File: src/rtl/seq_shift_add_mult_pkg.sv
// Shared definitions for the sequential shift-and-add multiplier.
package seq_shift_add_mult_pkg;

    localparam int MULT_N = 8;

    typedef enum logic [1:0] {
        S_IDLE = 2'd0,
        S_RUN  = 2'd1,
        S_DONE = 2'd2
    } state_t;

endpackage

File: src/rtl/seq_shift_add_mult_addstep.sv
// One partial-product step: conditionally add the multiplicand into the
// (N+1)-bit accumulator, carry landing in the top bit.
module mult_addstep #(
    parameter int N = 8
) (
    input  logic [N:0]   acc,
    input  logic [N-1:0] mcand,
    input  logic         en,
    output logic [N:0]   upper
);

    assign upper = acc + (en ? {1'b0, mcand} : {(N+1){1'b0}});

endmodule

File: src/rtl/seq_shift_add_mult.sv
// Unsigned N x N shift-and-add multiplier, one add per clock, with a
// start/busy/done handshake and a product register held between runs.
module seq_shift_add_mult
    import seq_shift_add_mult_pkg::*;
#(
    parameter int N = MULT_N
) (
    input  logic           clk,
    input  logic           reset,
    input  logic           start,
    input  logic [N-1:0]   A,
    input  logic [N-1:0]   B,
    output logic           busy,
    output logic           done,
    output logic [2*N-1:0] product
);

    localparam int CW = $clog2(N + 1);

    state_t         state, state_n;
    logic [2*N:0]   p;
    logic [2*N:0]   p_step;
    logic [N-1:0]   mcand;
    logic [CW-1:0]  count;
    logic [N:0]     upper;
    logic           last;

    mult_addstep #(.N(N)) u_addstep (
        .acc   (p[2*N:N]),
        .mcand (mcand),
        .en    (p[0]),
        .upper (upper)
    );

    // P is {acc, mplr}; the low half retires multiplier bits as it shifts.
    assign p_step = {upper, p[N-1:0]} >> 1;
    assign last   = (count == CW'(N - 1));

    assign busy = (state != S_IDLE);
    assign done = (state == S_DONE);

    always_comb begin
        state_n = state;
        case (state)
            S_IDLE:  if (start) state_n = S_RUN;
            S_RUN:   if (last)  state_n = S_DONE;
            S_DONE:  state_n = S_IDLE;
            default: state_n = S_IDLE;
        endcase
    end

    always_ff @(posedge clk) begin
        if (reset) begin
            state   <= S_IDLE;
            p       <= '0;
            mcand   <= '0;
            count   <= '0;
            product <= '0;
        end else begin
            state <= state_n;
            case (state)
                S_IDLE: begin
                    if (start) begin
                        mcand <= A;
                        p     <= {{(N+1){1'b0}}, B};
                        count <= '0;
                    end
                end
                S_RUN: begin
                    p     <= p_step;
                    count <= count + CW'(1);
                    // Publish only the final step so partial sums never reach product.
                    if (last) product <= p_step[2*N-1:0];
                end
                default: ;
            endcase
        end
    end

endmodule

File: config.mk
export PLATFORM = sky130hd
export DESIGN_NAME = seq_shift_add_mult
export DESIGN_NICKNAME = d
export VERILOG_FILES = /design/src/rtl/seq_shift_add_mult_pkg.sv /design/src/rtl/seq_shift_add_mult_addstep.sv /design/src/rtl/seq_shift_add_mult.sv
export SDC_FILE = /design/constraint.sdc
export NUM_CORES = 1
export LEC_CHECK = 0
export ABC_AREA = 1
export CAP_MARGIN = 15
export CORE_MARGIN = 3
export CORE_UTILIZATION = 40
export CTS_BUF_LIST = sky130_fd_sc_hd__clkbuf_16
export DETAILED_ROUTE_END_ITERATION = 10
export DONT_BUFFER_PORTS = 1
export PLACE_DENSITY = 0.66
export RECOVER_POWER = 50
export SLEW_MARGIN = 15
export SYNTH_ARGS = -nofsm -noshare
export SYNTH_HDL_FRONTEND = slang
export SYNTH_SLANG_ARGS = --single-unit
export TNS_END_PERCENT = 50
File: constraint.sdc
create_clock -name clk -period 5.1 [get_ports clk]
set_input_delay 1.02 -clock clk [delete_from_list [all_inputs] [get_ports clk]]
set_output_delay 1.02 -clock clk [all_outputs]
set_load 0.02 [all_outputs]
# Word-level counts from Yosys, hierarchy flattened
# Cells that the tools add are included.
# word_totals
word_cells	27
out_inout_bits	18
ff_bits	47
inputBits	19
# op_classes
n_reduce_logical	7
add_sub_neg	2
muxes	8
n_eq_ne	5
# op_table
operator	count
$pmux 17 s2	1
$mux 17	1
$add 9x9->9	1
$mux 8	1
$pmux 4 s2	1
$reduce_and 2->1	4
$add 4x1->4 const B	1
$eq 4x3->1 const B	1
$mux 2	2
$mux 4	1
$ne 2x2->1 const B	2
$pmux 2 s2	1
$reduce_bool 2->1	2
$eq 2x1->1 const B	1
$eq 2x2->1 const B	1
$logic_not 2->1	1

# Depth between registers and ports, before layout
# Gate-level depths: netlist of run 1.
# depth
word_depth	3
mapped_depth	13
depth_no_buf	12

# By module
# A second synthesis of run 1 with hierarchy kept.
# unflattened
hier_cells	376
hier_area_um2	2441.1
# modules_own_cells
module	instances	seq_area_each_um2	area_per_inst_um2	cells_per_inst
seq_shift_add_mult	1	920.9	1988.2	289
mult_addstep	1	0.0	452.9	87

# Least setup slack after synthesis of run 1
# Ideal clock, no wire load.
# synth_timing
path_type	input to register
from	input reset
to	register count[0]
arrival_ns	1.691
setup_ns	0.137
n_path_buf	2
path_slack_ns	3.272
t_required_ns	4.963
path_stages	3
cell_sequence	buf_2 -> clkbuf_1 -> nor2_1
# synth_lines
item	line_no	source
start: declaration	seq_shift_add_mult.sv:9	input logic reset,
end signal: assignment	seq_shift_add_mult.sv:71	count <= count + CW'(1);
end: declaration	seq_shift_add_mult.sv:24	logic [CW-1:0] count;
# No word-level cell between the ends.

# Worst setup path in the final report of run 1
# layout_timing
from	input start
to	register p[3]
# layout_via
elab_chain_len	2
# layout_lines
item	line_no	source
start: declaration	seq_shift_add_mult.sv:10	input logic start,
$ne 2x2->1 (no source line)	--	
$reduce_and 2->1 (no source line)	--	
end signal: assignment	seq_shift_add_mult.sv:65	p <= {{(N+1){1'b0}}, B};
end signal: assignment	seq_shift_add_mult.sv:70	p <= p_step;
end: declaration	seq_shift_add_mult.sv:21	logic [2*N:0] p;
# Every way passes these cells.
# A chain may end at the register's enable or synchronous reset.

==> metrics, run 1 <==
number of resized instances in the post-cts repair step 0; final core utilization 44.6%; area growth from synthesis to final layout 4.79%; Syn Area/Cell 7.66 sq um; master cell of the clock root buffer clkbuf_16; Worst Max-Slew Pin Slew 1.77 ns; Diodes inserted 0; antenna-violating nets left 0; vias in the first global route 1680; DR iter-0 viols 132; share of the synthesized area in the top cell type between 40% and 50%; CTS tree done; share of the yosys chip area belonging to registers 41.0%; pwr dens 321 nW/um^2; gp weighted congestion 0.809; final hold violations 0; ratio of cells with drive above 1 in the final layout between 10% and 20%; final worst-path cycle share 60.6%; fin. max-slew vios 21; fraction of synthesis flops using an asynchronous set or reset pin 0%; Area contributors post-synth dfxtp_1, nand2_1, inv_1; Routed WL 4.63 mm; number of fill cells in the layout 569; area inside the core boundary 5270 sq um; setup repair after global routing missed its margin no; crit end category flop; peak fanout along the critical path 20; Die Span Y 80.9 um; wire per inst 12.9 um; final-layout setup total negative slack 0 ns; clock network latency to the later pin of the worst-skew pair between 0.2 and 0.3 ns; antenna violations before repair 0; worst hold-check slack 0.466 ns; number of unique standard cell types used by synthesis 31; mean number of vias per cell a little under 5; clk sink count 46; Die Wd 80.9 um; number of warnings printed during yosys synthesis 0; top flip-flop cell by instance count after synthesis dfxtp_1; outcome complete, but fails checks; maximum frequency from static timing analysis about 0.32 GHz; row count 26; setup skew after layout 0.00640 ns; max-cap viol count 1; Residual DRC 0; total setup violations reported at the end of the flow 0; maximum number of pins on one net before global-route repair 30; Static Leakage 1.09 nW; hold path startpoint count[3]; most used standard cell by instance count after synthesis nand2_1; clk buf depth 2; type of origin of the critical path primary input; failing checks max-capacitance violations, max-slew violations; initial standard-cell utilization of the core 42.6%; global routing usage summed across all routing layers 14.8%; Post-CTS Setup Inserts 0; number of nets in the synthesized netlist 322; commonest cells in the netlist nand2_1, dfxtp_1, inv_1; path category of the worst min-delay check flop to flop; post-synthesis register bit count 46; TritonCTS buffer count 5; post-synthesis instance total 293; via count of the routed design around 1800; combined area of all synthesized cells 2240 sq um; leftover overflow at the end of global routing 0; largest vdd supply drop between 0.15 and 0.2 mV; I/O pin total 37; final net count 318; final worst path period need 3.09 ns; post-synthesis cell type with the largest combined area dfxtp_1; required time worst endpoint 5.20 ns; Setup crit start start; source of the worst register-to-register timing path state[0]; buffers added on ports 0; Max-Slew Margin vs Limit -18.2%; die area around 6500 sq um; Arr. time, crit path between 3 and 4 ns; wire length of the first global-routing pass 7.57 mm; first drt pass iteration count 4; DPL Wire Length 3.30 mm; critical path type primary input to flop; clock-pin slew on the worst setup and hold paths 0.06 ns; number of synthesized flops with an enable pin 0; number of H-tree branching levels 2; hold-fix buffer count after cts 0
==> logic make-up after synthesis <==
logic type	Yosys count	synth area share (%)
compound gates	58	16.0
xor+xnor	2	0.781
fa+ha+maj	10	5.91
buf+inv	54	10.9
flops	46	41.0
simple gates	123	25.4
==> layer usage <==
| metal | global-route usage (%) | up-vias | part of all wire [%] |
|---|---|---|---|
| met5 | 0 | - | 0 |
| met4 | 5.57 | 0 | 2.0 |
| met3 | 4.66 | 8 | 5.0 |
| met2 | 23.0 | 29 | 46 |
| met1 | 19.2 | 788 | 47 |
| li1 | - | 930 | - |
==> worst max-delay path, stage by stage <==
cell and delay (ns):
nand3_1 0.53, inv_6 0.09, nor2_1 1.33, a21oi_1 0.20
==> state kept, by name, summed over array words and instances (netlist names) <==
signal	cells
count	4
mcand	8
p	16
product	16
state	2
==> cell type report <==
cell class	count	area (sq um)	area share, %
Tap cell	70	87.6	3.72
Multi-Input combinational cell	193	1030	43.9
Clock buffer	5	125	5.32
Inverter	43	169	7.18
Sequential cell	46	921	39.1
Clock inverter	3	17.5	0.745
==> cell usage in the layout, fill, tap and decap left out, drive strengths merged <==
cell / netlist / routed
xor2: 2 / 2
a211oi: 1 / 1
ha: 9 / 9
nand4: 1 / 1
clkbuf: 3 / 5
inv: 43 / 44
a21oi: 26 / 26
o21ai: 22 / 22
or2: 1 / 1
dfxtp: 46 / 46
nor2: 37 / 37
fa: 1 / 1
o211ai: 1 / 1
o221ai: 8 / 8
clkinv: 0 / 2
nand3: 19 / 19
nand2: 64 / 64
nand3b: 1 / 1
==> per-stage QoR <==
stage	instance area, sq um	setup slack [ns]	cells	power [mW]
2_1_floorplan	2240	3.27	293	0.451
3_3_place_gp	2260	3.01	352	0.454
3_5_place_dp	2260	2.94	352	0.456
4_1_cts	2400	3.07	360	0.767
5_1_grt	2350	1.74	360	0.788
6_report	2350	2.01	360	0.756
==> where the power goes <==
group	switching [mW]	internal, mW	leakage (nW)	total (mW)
sequential	0.0101	0.374	0.375	0.384
clock	0.133	0.180	0.0750	0.312
combinational	0.0411	0.0187	0.644	0.0598
total	0.184	0.572	1.09	0.756
==> worst paths after layout <==
path,slack (ns),cells after the start,endpoint
setup reg to reg,2.21,5,p[3]
hold reg to reg,0.47,2,count[3]
hold / removal,0.47,2,count[3]
setup / recovery,2.01,4,p[3]
Note: power is estimated with default switching activity, not from simulation.
==> inputs of run 2 (changes only) <==
--- a/config.mk
+++ b/config.mk
@@ -12,7 +12,7 @@
 export CTS_BUF_LIST = sky130_fd_sc_hd__clkbuf_16
 export DETAILED_ROUTE_END_ITERATION = 10
 export DONT_BUFFER_PORTS = 1
-export PLACE_DENSITY = 0.66
+export PLACE_DENSITY = 0.68
 export RECOVER_POWER = 50
 export SLEW_MARGIN = 15
 export SYNTH_ARGS = -nofsm -noshare
==> constraint.sdc (replaced) <==
create_clock -name clk -period 2.5 [get_ports clk]
set_input_delay 0.5 -clock clk [delete_from_list [all_inputs] [get_ports clk]]
set_output_delay 0.5 -clock clk [all_outputs]
set_load 0.02 [all_outputs]
==> metrics, run 2 (synthesized netlist as in run 1, its figures left out) <==
clock network latency to the later pin of the worst-skew pair 0.29 ns (about the same); Flop pwr share 50.2% (-0.6 points); buffers added on ports 0 (unchanged); critical path type flop to flop; total setup violations reported at the end of the flow 0 (unchanged); wire per inst 12.5 um (-2.7%); row count 26 (unchanged); DPL Wire Length 3.26 mm (-1.3%); Residual DRC 0 (unchanged); largest vdd supply drop 0.242 mV (+25%); antenna violations before repair 0 (unchanged); most frequent standard cell in the layout excluding fill and tap cells nand2_1; via count of the routed design 1747 (-0.46%); required time worst endpoint 2.63 ns (-2.57 ns); leftover overflow at the end of global routing 0 (unchanged); initial standard-cell utilization of the core 42.6% (unchanged); Arr. time, crit path 2.09 ns (-1.10 ns); DR iter-0 viols 108 (-18%); top layer in use met4; Worst Max-Slew Pin Slew 1.08 ns (-0.684 ns); final net count 319 (+0.31%); type of origin of the critical path flop; final hold violations 0 (unchanged); mean number of vias per cell 4.84 (-0.73%); final worst-path cycle share between 70% and 80%; number of H-tree branching levels 2 (unchanged); Final Power 1.56 mW (+110%); setup skew after layout 0.00487 ns (-0.00153 ns); hold-fix buffer count after cts 0 (unchanged); Static Leakage 1.09 nW (-0.10%); crit end category flop; TritonCTS buffer count 5 (unchanged); wire length of the first global-routing pass 7.74 mm (+2.3%); most frequent cells in the layout nand2_1, dfxtp_1, inv_1; final-layout setup total negative slack 0 ns (unchanged); setup repair after global routing missed its margin no; pwr dens 655 nW/um^2 (+100%); gp weighted congestion 0.850 (+5.0%); logic gate share of total power 8.1% (+0.2 points); final worst path period need between 1.5 and 2 ns; die area 6550 sq um (unchanged); Cell Count, Final, Fillers Out 361 (+0.28%); internal power component 1.17 mW (+100%); Die Wd 80.9 um (unchanged); Max-Slew Margin vs Limit 27.8% (+46 points); CTS tree done; I/O pin total 37 (unchanged); clk buf depth 2 (unchanged); outcome finished clean; max-cap viol count 0 (-1); wire length on met3 229 um (-1.3%); maximum frequency from static timing analysis 0.511 GHz; Post-CTS Setup Inserts 0 (unchanged); Diodes inserted 0 (unchanged); Routed WL 4.51 mm (-2.4%); clock-pin slew on the worst setup and hold paths 0.06 ns (about the same); clk sink count 46 (unchanged); fraction of power spent switching nets 24.8% (+0.47 points); global routing usage summed across all routing layers 15.3% (+0.48 points); peak fanout along the critical path 20 (unchanged); fin. max-slew vios 0 (-100%); placed cell count 353 (+0.28%); met2 wirelength from detailed routing 2.03 mm (-4.6%); number of resized instances in the post-cts repair step 0 (unchanged); master cell of the clock root buffer clkbuf_16; antenna-violating nets left 0 (unchanged); area growth from synthesis to final layout 5.96%; met1 layer wirelength in the final routing 2.21 mm (+1.7%); area inside the core boundary 5270 sq um (unchanged); Die Span Y 80.9 um (unchanged); maximum number of pins on one net before global-route repair 21 (-30%); sw power 387 uW (+110%); path category of the worst min-delay check primary input to flop; vias in the first global route 1672 (-0.48%); Clk network pwr share 41.7% (+0.4 points); ratio of cells with drive above 1 in the final layout 12.4% (+1.3 points); registers with the most flip-flops p x16, product x16, mcand x8; first drt pass iteration count 4 (unchanged)
==> run 2: changes by cell type in the layout (fill, tap and decap cells not counted), sizes merged <==
| cell | before | now |
|---|---|---|
| clkinvlp | 0 | 1 |
| inv | 44 | 43 |
| clkbuf | 5 | 6 |
==> run 2: final cells by class <==
type | count | area (sq um)
fillers | 565 | 2890
multi-input cells | 193 | 1050
flip-flops and latches | 46 | 921
inverters | 43 | 169
clock buffers | 5 | 125
well taps | 70 | 87.6
clock inverters | 3 | 21.3
repair buffers | 1 | 3.75
==> run 2: path summary, 6_finish.rpt <==
| check | from | cells after the start | end | slack (ns) |
|---|---|---|---|---|
| worst max register to register | state[0] | 5 | p[3] | 0.54 |
| worst min-delay path | reset | 1 | p[8] | 0.27 |
| worst max-delay path | state[0] | 5 | p[3] | 0.54 |
| worst min register to register | count[3] | 2 | count[3] | 0.47 |
==> run 2: power groups by stage <==
stage	logic [mW]	clock network [mW]	registers (mW)
floorplan	0.130	0	0.791
global placement	0.130	0	0.798
detailed placement	0.133	0	0.798
CTS	0.134	0.670	0.782
global route	0.146	0.703	0.786
finish	0.126	0.651	0.782
==> run 2: worst max-delay path: stages, from the launching register on <==
cell	delay, ns
dfxtp_1	0.39
inv_1	0.10
nand3_4	0.23
inv_6	0.08
nor2_2	0.82
a21oi_1	0.17
==> run 2: per-layer routing <==
layer  GRT usage [%]  up-vias
met4            5.57        0
met2            23.2       39
li1                -      938
met3            4.10        2
met1            20.8      768
met5               0        -
==> run 2: per-stage QoR <==
stage	setup WS [ns]	area [sq um]	util (%)	hold slack (ns)
after global placement	0.691	2260	43.0	0.452
after CTS	0.654	2410	45.8	0.265
after floorplan	0.693	2240	-	0.441
after detailed placement	0.676	2260	43.0	0.457
after global routing	0.261	2380	45.1	0.255
final	0.541	2380	45.1	0.268
==> inputs of run 3 (changes only) <==
==> constraint.sdc (replaced) <==
create_clock -name clk -period 1.6 [get_ports clk]
set_input_delay 0.32 -clock clk [delete_from_list [all_inputs] [get_ports clk]]
set_output_delay 0.32 -clock clk [all_outputs]
set_load 0.02 [all_outputs]
==> metrics, run 3 (synthesized netlist as in run 1, its figures left out) <==
sequential cell area in the final layout 925 sq um (+0.41%); master cell of the clock root buffer clkbuf_16; number of fill cells in the layout 525 (-7.1%); CTS tree done; hold path depth 1 (unchanged); final worst-path cycle share 102% (+23 points); Routed WL 4.90 mm (+8.4%); Most Crowded Layer GR met2; DPL Wire Length 3.32 mm (+2.0%); wire length of the first global-routing pass 7.72 mm (-0.26%); critical path type flop to flop; initial standard-cell utilization of the core 42.6% (unchanged); final worst path period need 1.63 ns (-0.331 ns); Setup crit start p[0]; Arr. time, crit path 1.85 ns (-0.24 ns); Static Leakage 1.14 nW (+4.0%); area growth from synthesis to final layout 15.9%; met3 Resource Use GR 4.99% (+0.89 points); clock-pin slew on the worst setup and hold paths 0.06 ns (about the same); global routing usage summed across all routing layers 15.1% (-0.24 points); clk sink count 46 (unchanged); total setup violations reported at the end of the flow 6 (+6); Diodes inserted 0 (unchanged); Worst Reg-to-Reg Cells 12 (+7); Residual DRC 0 (unchanged); row count 26 (unchanged); grt met1 use 20.1% (-0.71 points); antenna-violating nets left 0 (unchanged); setup skew after layout 0.00479 ns (-0.0000813 ns); wire per inst 13.3 um (+6.1%); hold path startpoint reset; mean number of vias per cell 5.04 (+4.2%); peak fanout along the critical path 5 (-75%); Die Span Y 80.9 um (unchanged); final hold violations 0 (unchanged); gp weighted congestion 0.832 (-2.1%); type of origin of the critical path flop; final net count 327 (+2.5%); required time worst endpoint 1.82 ns (-0.81 ns); Max-Slew Margin vs Limit 73.0% (+45 points); clk buf depth 2 (unchanged); failing checks negative setup slack; number of H-tree branching levels 2 (unchanged); terminus of the critical flop-to-flop path p[13]; crit end category flop; TritonCTS buffer count 5 (unchanged); Cell Count, Final, Fillers Out 369 (+2.2%); outcome complete, but fails checks; least setup slack across all paths after layout -0.0277 ns (-0.569 ns); DR iter-0 viols 136 (+26%); setup repair after global routing missed its margin yes; path category of the worst min-delay check primary input to flop; registers with the most flip-flops p x16, product x16, mcand x8; antenna violations before repair 0 (unchanged); fin. max-slew vios 0 (unchanged); hold-fix buffer count after cts 0 (unchanged); vias in the first global route 1653 (-1.1%); leftover overflow at the end of global routing 0 (unchanged); via count of the routed design 1861 (+6.5%); pwr dens 935 nW/um^2 (+43%); maximum frequency from static timing analysis 0.614 GHz (+20%); I/O pin total 37 (unchanged); first drt pass iteration count 4 (unchanged); area of the multi-input gates 1220 sq um (+16%); Final Power 2.43 mW (+56%); most frequent cells in the layout dfxtp_1, nand2_1, inv_1; Worst Hold Path EP p[8]; source of the worst register-to-register timing path p[0]; setup slack of the most critical reg-to-reg path -0.03 ns (-0.57 ns); buffers added on ports 0 (unchanged); placed cell count 360 (+2.0%); max-cap viol count 0 (unchanged); die area 6550 sq um (unchanged); clock network latency to the later pin of the worst-skew pair 0.29 ns (about the same); maximum number of pins on one net before global-route repair 26 (+24%); Worst Max-Slew Pin Slew 0.404 ns (-0.679 ns); most frequent standard cell in the layout excluding fill and tap cells dfxtp_1; largest vdd supply drop 0.452 mV (+87%); met2 Usage GRT 22.5% (-0.66 points); ratio of cells with drive above 1 in the final layout 25.8% (+13 points); Die Wd 80.9 um (unchanged); area inside the core boundary 5270 sq um (unchanged)
## run 3: changes by cell type in the layout (fill, tap and decap cells not counted), sizes merged
cell / before / now
buf: 0 / 8
clkinvlp: 1 / 0
inv: 43 / 44
## run 3: worst max-delay path by stage
| stage | slack, ns | end | depth (start not counted) |
|---|---|---|---|
| 2_1_floorplan | -0.07 | product[15] | 13 |
| 3_3_place_gp | -0.06 | product[15] | 12 |
| 3_5_place_dp | -0.07 | product[13] | 12 |
| 4_1_cts | -0.03 | p[11] | 10 |
| 5_1_grt | -0.16 | product[15] | 12 |
| 6_report | -0.03 | p[13] | 12 |
## run 3: layer usage
| metal | vias up | part of all wire [%] |
|---|---|---|
| met1 | 839 | 46 |
| met2 | 61 | 45 |
| met4 | 0 | 1.8 |
| met5 | - | 0 |
| li1 | 951 | - |
| met3 | 10 | 7.6 |
## run 3: what timing repair did
item                                    4_1_cts  5_1_grt
pin swaps                                     4       12
endpoints found under the setup margin       12       14
gates cloned                                  0        0
resized for setup                             8       23
setup buffers                                 0        1
## run 3: critical path, stage by stage (launching register included)
cell	delay (ns)
dfxtp_4	0.35
buf_4	0.15
nand2_2	0.07
inv_2	0.04
ha_4	0.28
nand2_1	0.07
inv_1	0.09
nand3_2	0.10
nand2_2	0.09
nand2_2	0.05
nand2_2	0.08
nand2_1	0.08
a21oi_2	0.12
## run 3: final cells by class
type / count / area share [%]
clock buffers: 5 / 4.81
flip-flops and latches: 46 / 35.5
clock inverters: 3 / 0.481
inverters: 43 / 6.49
well taps: 70 / 3.37
multi-input cells: 193 / 46.8
repair buffers: 9 / 2.50
## run 3: per-stage QoR
stage	setup TNS (ns)	setup slack, ns	hold WS [ns]	utilization (%)	instance area (sq um)
4_1_cts	-0.0508	-0.0263	0.0838	47.9	2520
3_5_place_dp	-0.354	-0.0710	0.386	44.3	2330
2_1_floorplan	-0.269	-0.0723	0.441	-	2270
6_report	-0.123	-0.0277	0.0871	49.4	2600
5_1_grt	-1.25	-0.159	0.0802	49.4	2600
3_3_place_gp	-0.263	-0.0568	0.386	44.3	2330
## run 3: report_power, final
| group | total (mW) | internal, mW | switching (mW) |
|---|---|---|---|
| clock | 0.974 | 0.564 | 0.410 |
| sequential | 1.22 | 1.19 | 0.0294 |
| combinational | 0.239 | 0.0858 | 0.153 |
| total | 2.43 | 1.84 | 0.592 |
